[config.mk]
export PLATFORM = sky130hd
export DESIGN_NAME = me_result_collector
export DESIGN_NICKNAME = d
export VERILOG_FILES = /design/src/rtl/me_result_collector_pkg.sv /design/src/rtl/me_result_fifo.sv /design/src/rtl/me_result_collector.sv
export SDC_FILE = /design/constraint.sdc
export NUM_CORES = 1
export LEC_CHECK = 0
export ABC_AREA = 1
export CAP_MARGIN = 20
export CORE_MARGIN = 2
export CORE_UTILIZATION = 30
export DETAILED_ROUTE_END_ITERATION = 8
export PLACE_DENSITY = 0.58
export SYNTH_ARGS = -nofsm -noshare
export SYNTH_HDL_FRONTEND = slang
export SYNTH_SLANG_ARGS = --single-unit
[constraint.sdc]
create_clock -name clk -period 3.4 [get_ports clk]
set_input_delay 0.34 -clock clk [delete_from_list [all_inputs] [get_ports clk]]
set_output_delay 0.34 -clock clk [all_outputs]
set_load 0.03 [all_outputs]
[src/rtl/me_result_collector_pkg.sv]
// Shared definitions for the motion-estimation result collector: field widths,
// result-entry layout and the frame-tracking FSM state type.
package me_result_collector_pkg;

  localparam int MV_WIDTH        = 6;
  localparam int BLK_IDX_WIDTH   = 8;
  localparam int ENTRY_TAG_WIDTH = 2 * MV_WIDTH + 2 * BLK_IDX_WIDTH;

  // Tag field offsets measured from the top of the MSAD field (MSAD sits in the LSBs)
  localparam int MV_X_OFS  = 0;
  localparam int MV_Y_OFS  = MV_WIDTH;
  localparam int BLK_X_OFS = 2 * MV_WIDTH;
  localparam int BLK_Y_OFS = 2 * MV_WIDTH + BLK_IDX_WIDTH;

  function automatic int entry_width(input int sad_w);
    return sad_w + ENTRY_TAG_WIDTH;
  endfunction

  typedef enum logic [1:0] {
    ST_IDLE,
    ST_ACC,
    ST_DONE
  } coll_state_t;

endpackage

[src/rtl/me_result_fifo.sv]
// Synchronous show-ahead FIFO: the head entry is always presented on rd_data,
// and push is honoured on a full FIFO only when a pop retires the head in the same cycle.
module me_result_fifo #(
  parameter int WIDTH = 8,
  parameter int DEPTH = 4
) (
  input  logic                         clk,
  input  logic                         rst,
  input  logic                         push,
  input  logic [WIDTH-1:0]             wr_data,
  input  logic                         pop,
  output logic [WIDTH-1:0]             rd_data,
  output logic                         full,
  output logic                         empty,
  output logic [$clog2(DEPTH+1)-1:0]   count
);

  localparam int AW = $clog2(DEPTH);
  localparam int CW = $clog2(DEPTH + 1);
  localparam logic [CW-1:0] DEPTH_CNT = CW'(DEPTH);

  logic [WIDTH-1:0] mem [DEPTH];
  logic [AW-1:0]    wr_ptr;
  logic [AW-1:0]    rd_ptr;
  logic             do_push;
  logic             do_pop;

  assign full    = (count == DEPTH_CNT);
  assign empty   = (count == '0);
  assign do_pop  = pop & ~empty;
  assign do_push = push & (~full | do_pop);
  assign rd_data = mem[rd_ptr];

  always_ff @(posedge clk) begin
    if (rst) begin
      wr_ptr <= '0;
      rd_ptr <= '0;
      count  <= '0;
    end else begin
      if (do_push) wr_ptr <= wr_ptr + 1'b1;
      if (do_pop)  rd_ptr <= rd_ptr + 1'b1;
      case ({do_push, do_pop})
        2'b10:   count <= count + 1'b1;
        2'b01:   count <= count - 1'b1;
        default: count <= count;
      endcase
    end
  end

  always_ff @(posedge clk) begin
    if (do_push) mem[wr_ptr] <= wr_data;
  end

endmodule

[src/rtl/me_result_collector.sv]
// Collects ME results on data_valid rising edges, converts coordinates to signed
// motion vectors, tags block position, queues entries and totals SAD per frame.
module me_result_collector
  import me_result_collector_pkg::*;
#(
  parameter int SAD_BIT_WIDTH   = 14,
  parameter int SEARCH_OFFSET   = 8,
  parameter int BLOCKS_PER_ROW  = 4,
  parameter int BLOCKS_PER_COL  = 4,
  parameter int FIFO_DEPTH      = 4,
  parameter int FRAME_SAD_WIDTH = 20
) (
  input  logic                       clk,
  input  logic                       rst,
  input  logic [SAD_BIT_WIDTH-1:0]   MSAD,
  input  logic [4:0]                 MSAD_column,
  input  logic [4:0]                 MSAD_row,
  input  logic                       data_valid,
  output logic                       res_valid,
  input  logic                       res_ready,
  output logic [SAD_BIT_WIDTH-1:0]   res_msad,
  output logic [5:0]                 res_mv_x,
  output logic [5:0]                 res_mv_y,
  output logic [7:0]                 res_blk_x,
  output logic [7:0]                 res_blk_y,
  output logic [FRAME_SAD_WIDTH-1:0] frame_sad,
  output logic                       frame_done,
  output logic                       overflow
);

  localparam int ENTRY_W = entry_width(SAD_BIT_WIDTH);
  localparam int CNT_W   = $clog2(FIFO_DEPTH + 1);
  localparam logic [CNT_W-1:0]         FULL_CNT = CNT_W'(FIFO_DEPTH);
  localparam logic [BLK_IDX_WIDTH-1:0] LAST_X   = BLK_IDX_WIDTH'(BLOCKS_PER_ROW - 1);
  localparam logic [BLK_IDX_WIDTH-1:0] LAST_Y   = BLK_IDX_WIDTH'(BLOCKS_PER_COL - 1);
  localparam logic signed [MV_WIDTH-1:0] MV_ZERO = MV_WIDTH'(SEARCH_OFFSET);

  function automatic logic [FRAME_SAD_WIDTH-1:0] sat_add(
    input logic [FRAME_SAD_WIDTH-1:0] a,
    input logic [SAD_BIT_WIDTH-1:0]   b
  );
    logic [FRAME_SAD_WIDTH:0] sum;
    sum = {1'b0, a} + (FRAME_SAD_WIDTH + 1)'(b);
    return sum[FRAME_SAD_WIDTH] ? '1 : sum[FRAME_SAD_WIDTH-1:0];
  endfunction

  function automatic logic signed [MV_WIDTH-1:0] coord_to_mv(input logic [4:0] coord);
    return $signed({1'b0, coord}) - MV_ZERO;
  endfunction

  logic                           data_valid_q;
  logic                           cap;
  logic                           pop;
  logic                           push;
  logic                           drop;
  logic                           frame_end;
  logic [BLK_IDX_WIDTH-1:0]       blk_x;
  logic [BLK_IDX_WIDTH-1:0]       blk_y;
  logic [FRAME_SAD_WIDTH-1:0]     acc;
  logic [FRAME_SAD_WIDTH-1:0]     acc_next;
  coll_state_t                    state;
  logic signed [MV_WIDTH-1:0]     mv_x_p0;
  logic signed [MV_WIDTH-1:0]     mv_y_p0;
  logic [ENTRY_W-1:0]             entry_p0;
  logic [ENTRY_W-1:0]             head_p1;
  logic                           fifo_full;
  logic                           fifo_empty;
  logic [CNT_W-1:0]               fifo_count;

  // Stage p0: capture-cycle entry formed straight from the ME inputs
  assign cap       = data_valid & ~data_valid_q;
  assign pop       = res_valid & res_ready;
  assign push      = cap & ((fifo_count != FULL_CNT) | pop);
  assign drop      = cap & fifo_full & ~pop;
  assign frame_end = (blk_x == LAST_X) & (blk_y == LAST_Y);
  assign acc_next  = sat_add(acc, MSAD);
  assign mv_x_p0   = coord_to_mv(MSAD_column);
  assign mv_y_p0   = coord_to_mv(MSAD_row);
  assign entry_p0  = {blk_y, blk_x, mv_y_p0, mv_x_p0, MSAD};

  me_result_fifo #(
    .WIDTH (ENTRY_W),
    .DEPTH (FIFO_DEPTH)
  ) u_fifo (
    .clk     (clk),
    .rst     (rst),
    .push    (push),
    .wr_data (entry_p0),
    .pop     (pop),
    .rd_data (head_p1),
    .full    (fifo_full),
    .empty   (fifo_empty),
    .count   (fifo_count)
  );

  // Stage p1: FIFO head, forced to zero while nothing is queued
  assign res_valid = ~fifo_empty;
  assign res_msad  = res_valid ? head_p1[SAD_BIT_WIDTH-1:0] : '0;
  assign res_mv_x  = res_valid ? head_p1[SAD_BIT_WIDTH+MV_X_OFS  +: MV_WIDTH]      : '0;
  assign res_mv_y  = res_valid ? head_p1[SAD_BIT_WIDTH+MV_Y_OFS  +: MV_WIDTH]      : '0;
  assign res_blk_x = res_valid ? head_p1[SAD_BIT_WIDTH+BLK_X_OFS +: BLK_IDX_WIDTH] : '0;
  assign res_blk_y = res_valid ? head_p1[SAD_BIT_WIDTH+BLK_Y_OFS +: BLK_IDX_WIDTH] : '0;

  always_ff @(posedge clk) begin
    if (rst) begin
      data_valid_q <= 1'b0;
      blk_x        <= '0;
      blk_y        <= '0;
      overflow     <= 1'b0;
    end else begin
      data_valid_q <= data_valid;
      if (drop) overflow <= 1'b1;
      if (cap) begin
        if (blk_x == LAST_X) begin
          blk_x <= '0;
          blk_y <= (blk_y == LAST_Y) ? '0 : blk_y + 1'b1;
        end else begin
          blk_x <= blk_x + 1'b1;
        end
      end
    end
  end

  // A cap seen in DONE behaves exactly like one seen in IDLE
  always_ff @(posedge clk) begin
    if (rst) begin
      state      <= ST_IDLE;
      acc        <= '0;
      frame_sad  <= '0;
      frame_done <= 1'b0;
    end else begin
      frame_done <= 1'b0;
      if (cap && frame_end) begin
        frame_sad  <= acc_next;
        acc        <= '0;
        frame_done <= 1'b1;
        state      <= ST_DONE;
      end else if (cap) begin
        acc   <= acc_next;
        state <= ST_ACC;
      end else if (state == ST_DONE) begin
        state <= ST_IDLE;
      end
    end
  end

endmodule

==> out/metrics.cfg, run 1 <==
[placement]
port_buffers=92
dp_slack_ns=0.470
hpwl_um=16200
finalWeightedCongestion=0.902

[clock_network]
postCtsHoldBufs=0
clkSlewWorstSetupHoldPaths_ns=0.06
ctsRootBufferMaster=clkbuf_16
post_cts_buffers=0
cts_resized=0
cts-htree-levels=1
cts_tree=yes
clock_path_buffers=3
clk_latency_ns=0.53
cts_sinks=236
cts_made_buffers=26

[yosys]
synth_top_cell_by_area=edfxtp_1
avgSynthCellArea_sq_um=9.53
ys_ff_latch=236
synth.distinct_cells=41
yosysSeqAreaShare_pct=60.8
syn_area_sq_mm=0.0105
yosys_warnings=0
ys_top_cells_by_area=edfxtp_1, dfxtp_1, nor2_1
synth_top_area_share_pct=47.9
synth-edff-count=168
synth_flop_cell=edfxtp_1
synth_nets=1158
async_reset_ff_share_pct=0
synthCells=1105

[sta]
setup_viol=0
max_slew_margin_pct=34.0
timing.fmax_mhz=353
timing.final.ws_setup_ns=0.571
min_period_ns=2.83
drv_slew=0
hold_viol=0
finClkSkew_ns=0.0123
fin_crit_sh_pct=83.2
worst_pin_slew_ns=0.990
grt_setup_unrepaired=no
tns_ns=0

[die]
die_y_um=191
fp.dieW_um=191
fp-row-count=68
ios=93
start_util_pct=30.5
dieArea_sq_mm=0.0366
coreArea_sq_mm=0.0345

[power_and_ir_drop]
vdd_drop_max_v=0.000392
leakage_uw=0.00505
p_per_area_mw_per_mm2=707

[worst_setup_path]
end_kind=output pin
crit_fanout=84
worstSetupStartpointType=flip-flop
required_ns=3.06
critical_path_class=flip-flop to output pin
crit_arrival_ns=2.49

[route]
firstDrtPassIters=4
routed_wl_um=26100
drc=0
antenna_left=0
routedWlPerCell_um=15.6
routed_via_density=4.58
vias=7657
drt_iter0_markers=382

[global_route]
antenna_found_initial=0
overflow=0
grt_pass1_vias=7398
track_usage_pct=14.4
grt_first_pass_wirelength_um=41100
grt_max_degree=85

[final_layout]
diodes=0
drive_gt1_share_pct=12.2
nets=1250
multi_input_comb_area_sq_mm=0.00356
regArea_sq_mm=0.00641
area_growth_pct=23.6
fillCellCount=3459

[status]
status=finished, final reports clean

[run]
maxCapViolations=0

[min_path]
hold_path_class=primary input to flip-flop

## final cells by class
type                            count  area share, %
Sequential cell                   236           49.2
Multi-Input combinational cell    717           27.3
Timing Repair Buffer              110           9.51
Clock buffer                       37           5.86
Tap cell                          455           4.37
Inverter                          106           3.07
Clock inverter                     11          0.634
## sequential cells by signal (all words and copies together) (netlist names), named ones only
signal,flops
blk_x,8
acc,20
u_fifo.wr_ptr,2
u_fifo.rd_ptr,2
u_fifo.mem,168
frame_done,1
frame_sad,20
blk_y,8
data_valid_q,1
overflow,1
u_fifo.count,3
## critical path, cell delays in order, from the launching register on
cell and delay, ns:
dfxtp_2 0.33, buf_4 0.68, nor2_1 0.11, nor2_1 0.11, o21ai_0 0.08, a21oi_1 0.44, buf_12 0.18
## cells in the final DEF, fill, tap and decap left out, drive strengths merged, types with 2 or more instances in the layout
cell           count
a21oi             75
fa                 2
nand3             46
and2               3
nor3               7
clkbuf            37
nand4              5
o21ai            109
xor2               6
o211ai             9
nor3b              5
buf               60
xnor2              7
ha                23
nand2            161
edfxtp           168
inv              104
clkdlybuf4s50     50
clkinv            12
nor2             253
dfxtp             68
## report_power, final
part | internal, uW | switching (uW) | total, uW
clock network | 1630 | 1120 | 2760
logic | 1170 | 1980 | 3150
registers | 3230 | 65.4 | 3300
total | 6040 | 3170 | 9210
## routing by layer
metal | routed length, um | global-route usage, % | vias to the layer above
met5 | 0 | 0 | -
met4 | 694 | 4.26 | 0
met3 | 1050 | 2.07 | 39
met2 | 12100 | 23.7 | 153
met1 | 12300 | 19.7 | 3606
li1 | - | - | 3859
## Yosys cell counts (all sizes together), types with 3 or more instances
library cell,instances
a21oi,75
buf,17
xor2,6
clkbuf,29
ha,23
nor3b,5
nand4,5
nor2,253
and2,3
inv,103
xnor2,7
o21ai,109
o211ai,9
nor3,7
nand3,46
clkinv,3
nand2,161
dfxtp,68
edfxtp,168
## cell families after synthesis
group           after synthesis  share of synthesized area (%)
xor+xnor                     13                           1.08
flops                       236                           60.8
simple gates                483                           19.3
compound gates              196                           9.91
buf+inv                     152                           5.74
fa+ha+maj                    25                           3.11
## worst paths after layout
| path | endpoint | slack, ns | from | depth (start not counted) |
|---|---|---|---|---|
| min reg2reg | overflow | 0.47 | overflow | 2 |
| min | data_valid_q | 0.36 | data_valid | 3 |
| max | res_blk_y[2] | 0.57 | flip-flop | 6 |
| max reg2reg | acc[1] | 1.00 | acc[0] | 11 |
## per-stage QoR
| step | instance area (sq um) | power (uW) | instances | util (%) | hold slack (ns) |
|---|---|---|---|---|---|
| after floorplan | 10500 | 5110 | 1105 | - | 0.436 |
| after global placement | 12200 | 6540 | 1624 | 35.2 | 0.438 |
| after detailed placement | 12200 | 6560 | 1624 | 35.2 | 0.453 |
| after CTS | 13000 | 9330 | 1672 | 37.7 | 0.354 |
| after global routing | 13000 | 9680 | 1672 | 37.7 | 0.400 |
| final | 13000 | 9210 | 1672 | 37.7 | 0.363 |
Note: power is estimated with default switching activity, not from simulation.
==> run 2: changes to the inputs <==
PLACE_DENSITY = 0.6   (was 0.58)
clock period = 2.6 ns   (was 3.4 ns; I/O delays follow)
==> out/metrics.cfg, run 2 (synthesized netlist as in run 1, its figures left out) <==
[worst_setup_path]
end_kind=output pin
slowest_stage=dfxtp_4
reg2regPathDepth=11  ; unchanged
crit_fanout=68  ; -19%
crit_arrival_ns=2.14  ; -0.35 ns
crit_path_max_incr_delay_ns=0.50  ; -0.18 ns
path_buf_inv=2  ; unchanged
required_ns=2.34  ; -0.72 ns
worstSetupStartpointType=flip-flop
path_depth=6  ; unchanged
critical_path_class=flip-flop to output pin
critPathTopFamily=flip-flops
crit_chain=buf_12 > nor2_1 > nor2_1 > o21ai_0 > a21oi_1 > buf_12

[route]
drc=0  ; unchanged
routed_wl_um=25900  ; -0.68%
firstDrtPassIters=5  ; +1
antenna_left=0  ; unchanged
drt_iter0_markers=481  ; +26%
routedWlPerCell_um=15.4  ; -1.5%
vias=7758  ; +1.3%
routed_via_density=4.60  ; +0.48%

[sta]
finClkSkew_ns=0.0123  ; -0.0000236 ns
max_slew_margin_pct=60.1  ; +26 points
setup_viol=0  ; unchanged
hold_viol=0  ; unchanged
min_period_ns=2.40
timing.fmax_mhz=417
grt_setup_unrepaired=no
worst_pin_slew_ns=0.598  ; -0.392 ns
fin_crit_sh_pct=92.3
drv_slew=0  ; unchanged
tns_ns=0  ; unchanged

[die]
ios=93  ; unchanged
die_y_um=191  ; unchanged
dieArea_sq_mm=0.0366  ; unchanged
start_util_pct=30.5  ; unchanged
fp.dieW_um=191  ; unchanged
fp-row-count=68  ; unchanged
coreArea_sq_mm=0.0345  ; unchanged

[final_layout]
reg_top3=u_fifo.mem x168, acc x20, frame_sad x20
final_cell_mix=nor2_1, edfxtp_1, nand2_1
utilization_pct=38.1  ; +0.38 points
area_growth_pct=24.9
instances_no_fill=1686  ; +0.84%
largest_reg_flops=168  ; unchanged
drive_gt1_share_pct=13.1  ; +0.93 points
layout_commonest_cell=nor2_1
largest_register=u_fifo.mem
design_area_sq_mm=0.0132  ; +1.0%
nets=1263  ; +1.0%

[power_and_ir_drop]
leakage_uw=0.00510  ; +1.1%
vdd_drop_max_v=0.000656  ; +68%
p_per_area_mw_per_mm2=915  ; +29%

[placement]
port_buffers=92  ; unchanged
hpwl_um=16900  ; +3.9%
finalWeightedCongestion=0.877  ; -2.8%
post-place-cells=1636  ; +0.74%
placed_area_sq_mm=0.0123  ; +1.2%

[clock_network]
cts_resized=3  ; +3
clock_path_buffers=3  ; unchanged
clk_latency_ns=0.53  ; about the same
cts-htree-levels=1  ; unchanged
postCtsHoldBufs=0  ; unchanged
cts_sinks=236  ; unchanged
cts_tree=yes
cts_made_buffers=27  ; +3.8%
clkSlewWorstSetupHoldPaths_ns=0.06  ; about the same
post_cts_buffers=0  ; unchanged
ctsRootBufferMaster=clkbuf_16

[global_route]
antenna_found_initial=0  ; unchanged
grt_first_pass_wirelength_um=41100  ; about the same
grt_pass1_vias=7639  ; +3.3%
grt_max_degree=69  ; -19%
overflow=0  ; unchanged
track_usage_pct=14.3  ; -0.17 points

[min_path]
hold_depth=3  ; unchanged
hold_path_class=primary input to flip-flop

[status]
status=finished, final reports clean

[run]
maxCapViolations=0  ; unchanged

## run 2: area by class of cell
class | instances | area [sq um]
Antenna cell | 1 | 2.50
Clock buffer | 36 | 719
Clock inverter | 13 | 108
Fill cell | 3449 | 21400
Inverter | 106 | 402
Multi-Input combinational cell | 717 | 3560
Sequential cell | 236 | 6410
Tap cell | 455 | 569
Timing Repair Buffer | 122 | 1380
## run 2: metrics by stage
step | setup WS (ns) | power, uW | hold slack, ns
final | 0.199 | 12000 | 0.297
after global routing | 0.0000657 | 12600 | 0.313
after CTS | 0.108 | 12200 | 0.289
after detailed placement | 0.00112 | 8640 | 0.449
after global placement | 0.0560 | 8600 | 0.445
after floorplan | -0.415 | 6690 | 0.359
## run 2: final timing paths
path             endpoint  slack [ns]       start
max          res_blk_x[2]        0.20   flip-flop
max reg2reg        acc[5]        0.47      acc[0]
min reg2reg      overflow        0.47    overflow
min          data_valid_q        0.30  data_valid
## run 2: per-layer routing
metal  vias to the layer above  part of all wire (%)  GRT usage [%]
met5                         -                     0              0
met4                         0                   2.1           3.79
met3                        37                   4.6           2.13
met2                       147                    47           24.5
met1                      3680                    46           18.8
li1                       3894                     -              -
## run 2: where the power goes
part	total (uW)	internal [uW]	switching, uW
sequential	4360	4230	125
clock	3530	2050	1480
combinational	4150	1600	2550
total	12000	7880	4160
## run 2: worst min-delay path, delay by kind of cell
family                 cells  cell delay (ns)
buffers and inverters      2             0.48
and+or+nand+nor            1             0.03
==> variant (settings of run 1) <==
Change the parameter `SAD_BIT_WIDTH` from 14 to 12.
--- a/src/rtl/me_result_collector.sv
+++ b/src/rtl/me_result_collector.sv
@@ -4,5 +4,5 @@
   import me_result_collector_pkg::*;
 #(
-  parameter int SAD_BIT_WIDTH   = 14,
+  parameter int SAD_BIT_WIDTH   = 12,
   parameter int SEARCH_OFFSET   = 8,
   parameter int BLOCKS_PER_ROW  = 4,
Interface: changed (resized MSAD and res_msad); port bits go from 93 to 89. No check against the original RTL was run, so the function may have changed too.
==> variant against run 1 <==
Via count is 6.4% lower. Sequential cell count fell by 8. Power decreased by 4.5%. Design area is 4.9% lower. Maximum frequency is 3.4% higher. Sequential power shrank 3%. Utilization rose by 0.26 points. Wire length shrank 11%. Worst setup slack gained 94 ps. Worst hold slack gained 32 ps. Synthesized area fell by 5.6%.
==> variant: results (changes against run 1) <==
STA
  – Worst-Margin Slew: 812 ps (-177 ps)
  – Clk_skew: 16.6 ps (+4.29 ps)

Power and ir drop
  – Reg power frac: 36.3% (+0.5 points)
  – Comb pwr share: 33.1% (-1.1 points)
  – P_leak: 0.00482 µW (-4.6%)
  – Worst VDD drop: 0.351 mV (-10%)
  – Cell-internal power: 5840 µW (-3.2%)

Worst setup path
  – R2R depth: 10 (-1)
  – FF-to-FF Start: u_fifo.count[0]
  – CP max stage delay: 490 ps (-190 ps)
  – Critical Path AT: 2400 ps (-90 ps)
  – CP max stage cell: dfxtp_2
  – Worst r2r dst: u_fifo.count[1]
  – Reg-to-reg slack, setup: 970 ps (-30 ps)
  – Crit-path max FO: 44 (-48%)

GRT
  – All-layer global routing usage: 13.8% (-0.68 points)
  – Vias in the first global route: 7018 (-5.1%)
  – First-pass GRT wire length: 37400 µm (-9.1%)
  – Largest net degree at the start of global routing: 45 (-47%)
  – Initial antenna violation count: 0 (unchanged)

Placement
  – Buffers on Ports: 88 (-4.3%)
  – Post-DP HPWL: 14600 µm (-9.9%)
  – Cell Area, Placed: 11500 µm² (-5.3%)
  – RePlAce Congestion: 0.856 (-5.0%)

Cells and area
  – Filler cell count: 3220 (-6.9%)
  – Nets: 1180 (-5.6%)
  – Top Registers: u_fifo.mem: 160 flops, acc: 20 flops, frame_sad: 20 flops
  – Ratio of cells with drive above 1 in the final layout: 11.2% (-0.95 points)
  – Antenna fix cells: 0 (unchanged)

Route
  – DR iter-0 viols: 345 (-9.7%)
  – Drt wl/cell: 14.6 µm (-6.3%)
  – Met2 routed WL: 10900 µm (-10%)
  – Met3 WL: 1050 µm (unchanged)
  – DRT met1 WL: 11000 µm (-10%)
  – Vias after detailed routing: 7166 (-6.4%)

Synth
  – Cell variety after synth: 33 (-20%)
  – Synth area leaders: edfxtp_1 48%, dfxtp_1 14%, nor2_1 8.7%
  – Register area share after synthesis: 62.0% (+1.2 points)
  – Commonest cells post-synth: 230 x nor2_1, 160 x edfxtp_1, 150 x nand2_1
  – Synth async-reset ratio: 0% (unchanged)
  – Syn_nets: 1090 (-5.9%)
  – Post-synth EDFFs: 160 (-4.8%)
  – YS warnings: 0 (unchanged)

Clock tree
  – Post_cts resized: 0 (unchanged)
  – Max clock buf depth: 3 (unchanged)
  – Root buffer cell: clkbuf_16
  – H-tree Lvls: 1 (unchanged)

Hold path
  – Hold wc startpoint: data_valid
  – Worst hold path type: input port to register
  – WHS Endpoint: data_valid_q

Outcome
  – Outcome: finished clean
## variant: cell count changes after synthesis, moves of 6 or more
cell	before	now
inv_1	92	82
xnor2_1	7	1
o211ai_1	9	0
nor2_1	251	230
o21ai_1	12	21
nand3_1	43	28
edfxtp_1	168	160
## variant: cells by family (layout without fill, tap and decap cells)
group	Yosys count	in the layout	share of synthesized area (%)
compound gates	198	198	10.1
simple gates	446	446	18.5
buf+inv	136	246	5.41
xor+xnor	10	10	0.881
flops	228	228	62.0
fa+ha+maj	23	23	3.05
## variant: how the worst max path moves through the flow
stage	start	endpoint	slack, ps	cells past startpoint
after CTS	register	res_blk_x[6]	590	5
after global routing	register	res_msad[2]	440	6
after floorplan	data_valid	u_fifo.mem[0][0]	400	6
after detailed placement	MSAD[0]	acc[9]	670	13
final	register	res_msad[2]	660	6
after global placement	MSAD[0]	acc[2]	710	13
## variant: cell type report
class                   instances  area (µm²)  area share, %
well taps                     442         553           4.47
flip-flops and latches        228        6170           49.8
repair buffers                103        1180           9.54
clock inverters                 7        73.8          0.596
multi-input cells             677        3270           26.4
clock buffers                  41         777           6.28
inverters                      95         357           2.88
## variant: routing by layer
layer / vias to the layer above / track usage (%)
met5: - / 0
met4: 0 / 3.24
met3: 27 / 2.62
met2: 115 / 23.4
met1: 3366 / 18.1
li1: 3658 / -
## variant: per-stage QoR
stage | cells | hold slack, ps | worst slack (ps) | utilization, % | total power, µW
after detailed placement | 1545 | 442 | 666 | 35.3 | 6200
after global placement | 1545 | 444 | 711 | 35.3 | 6180
final | 1593 | 395 | 665 | 38.0 | 8800
after CTS | 1593 | 378 | 593 | 38.0 | 8930
after global routing | 1593 | 402 | 436 | 38.0 | 9250
after floorplan | 1041 | 437 | 400 | - | 4850
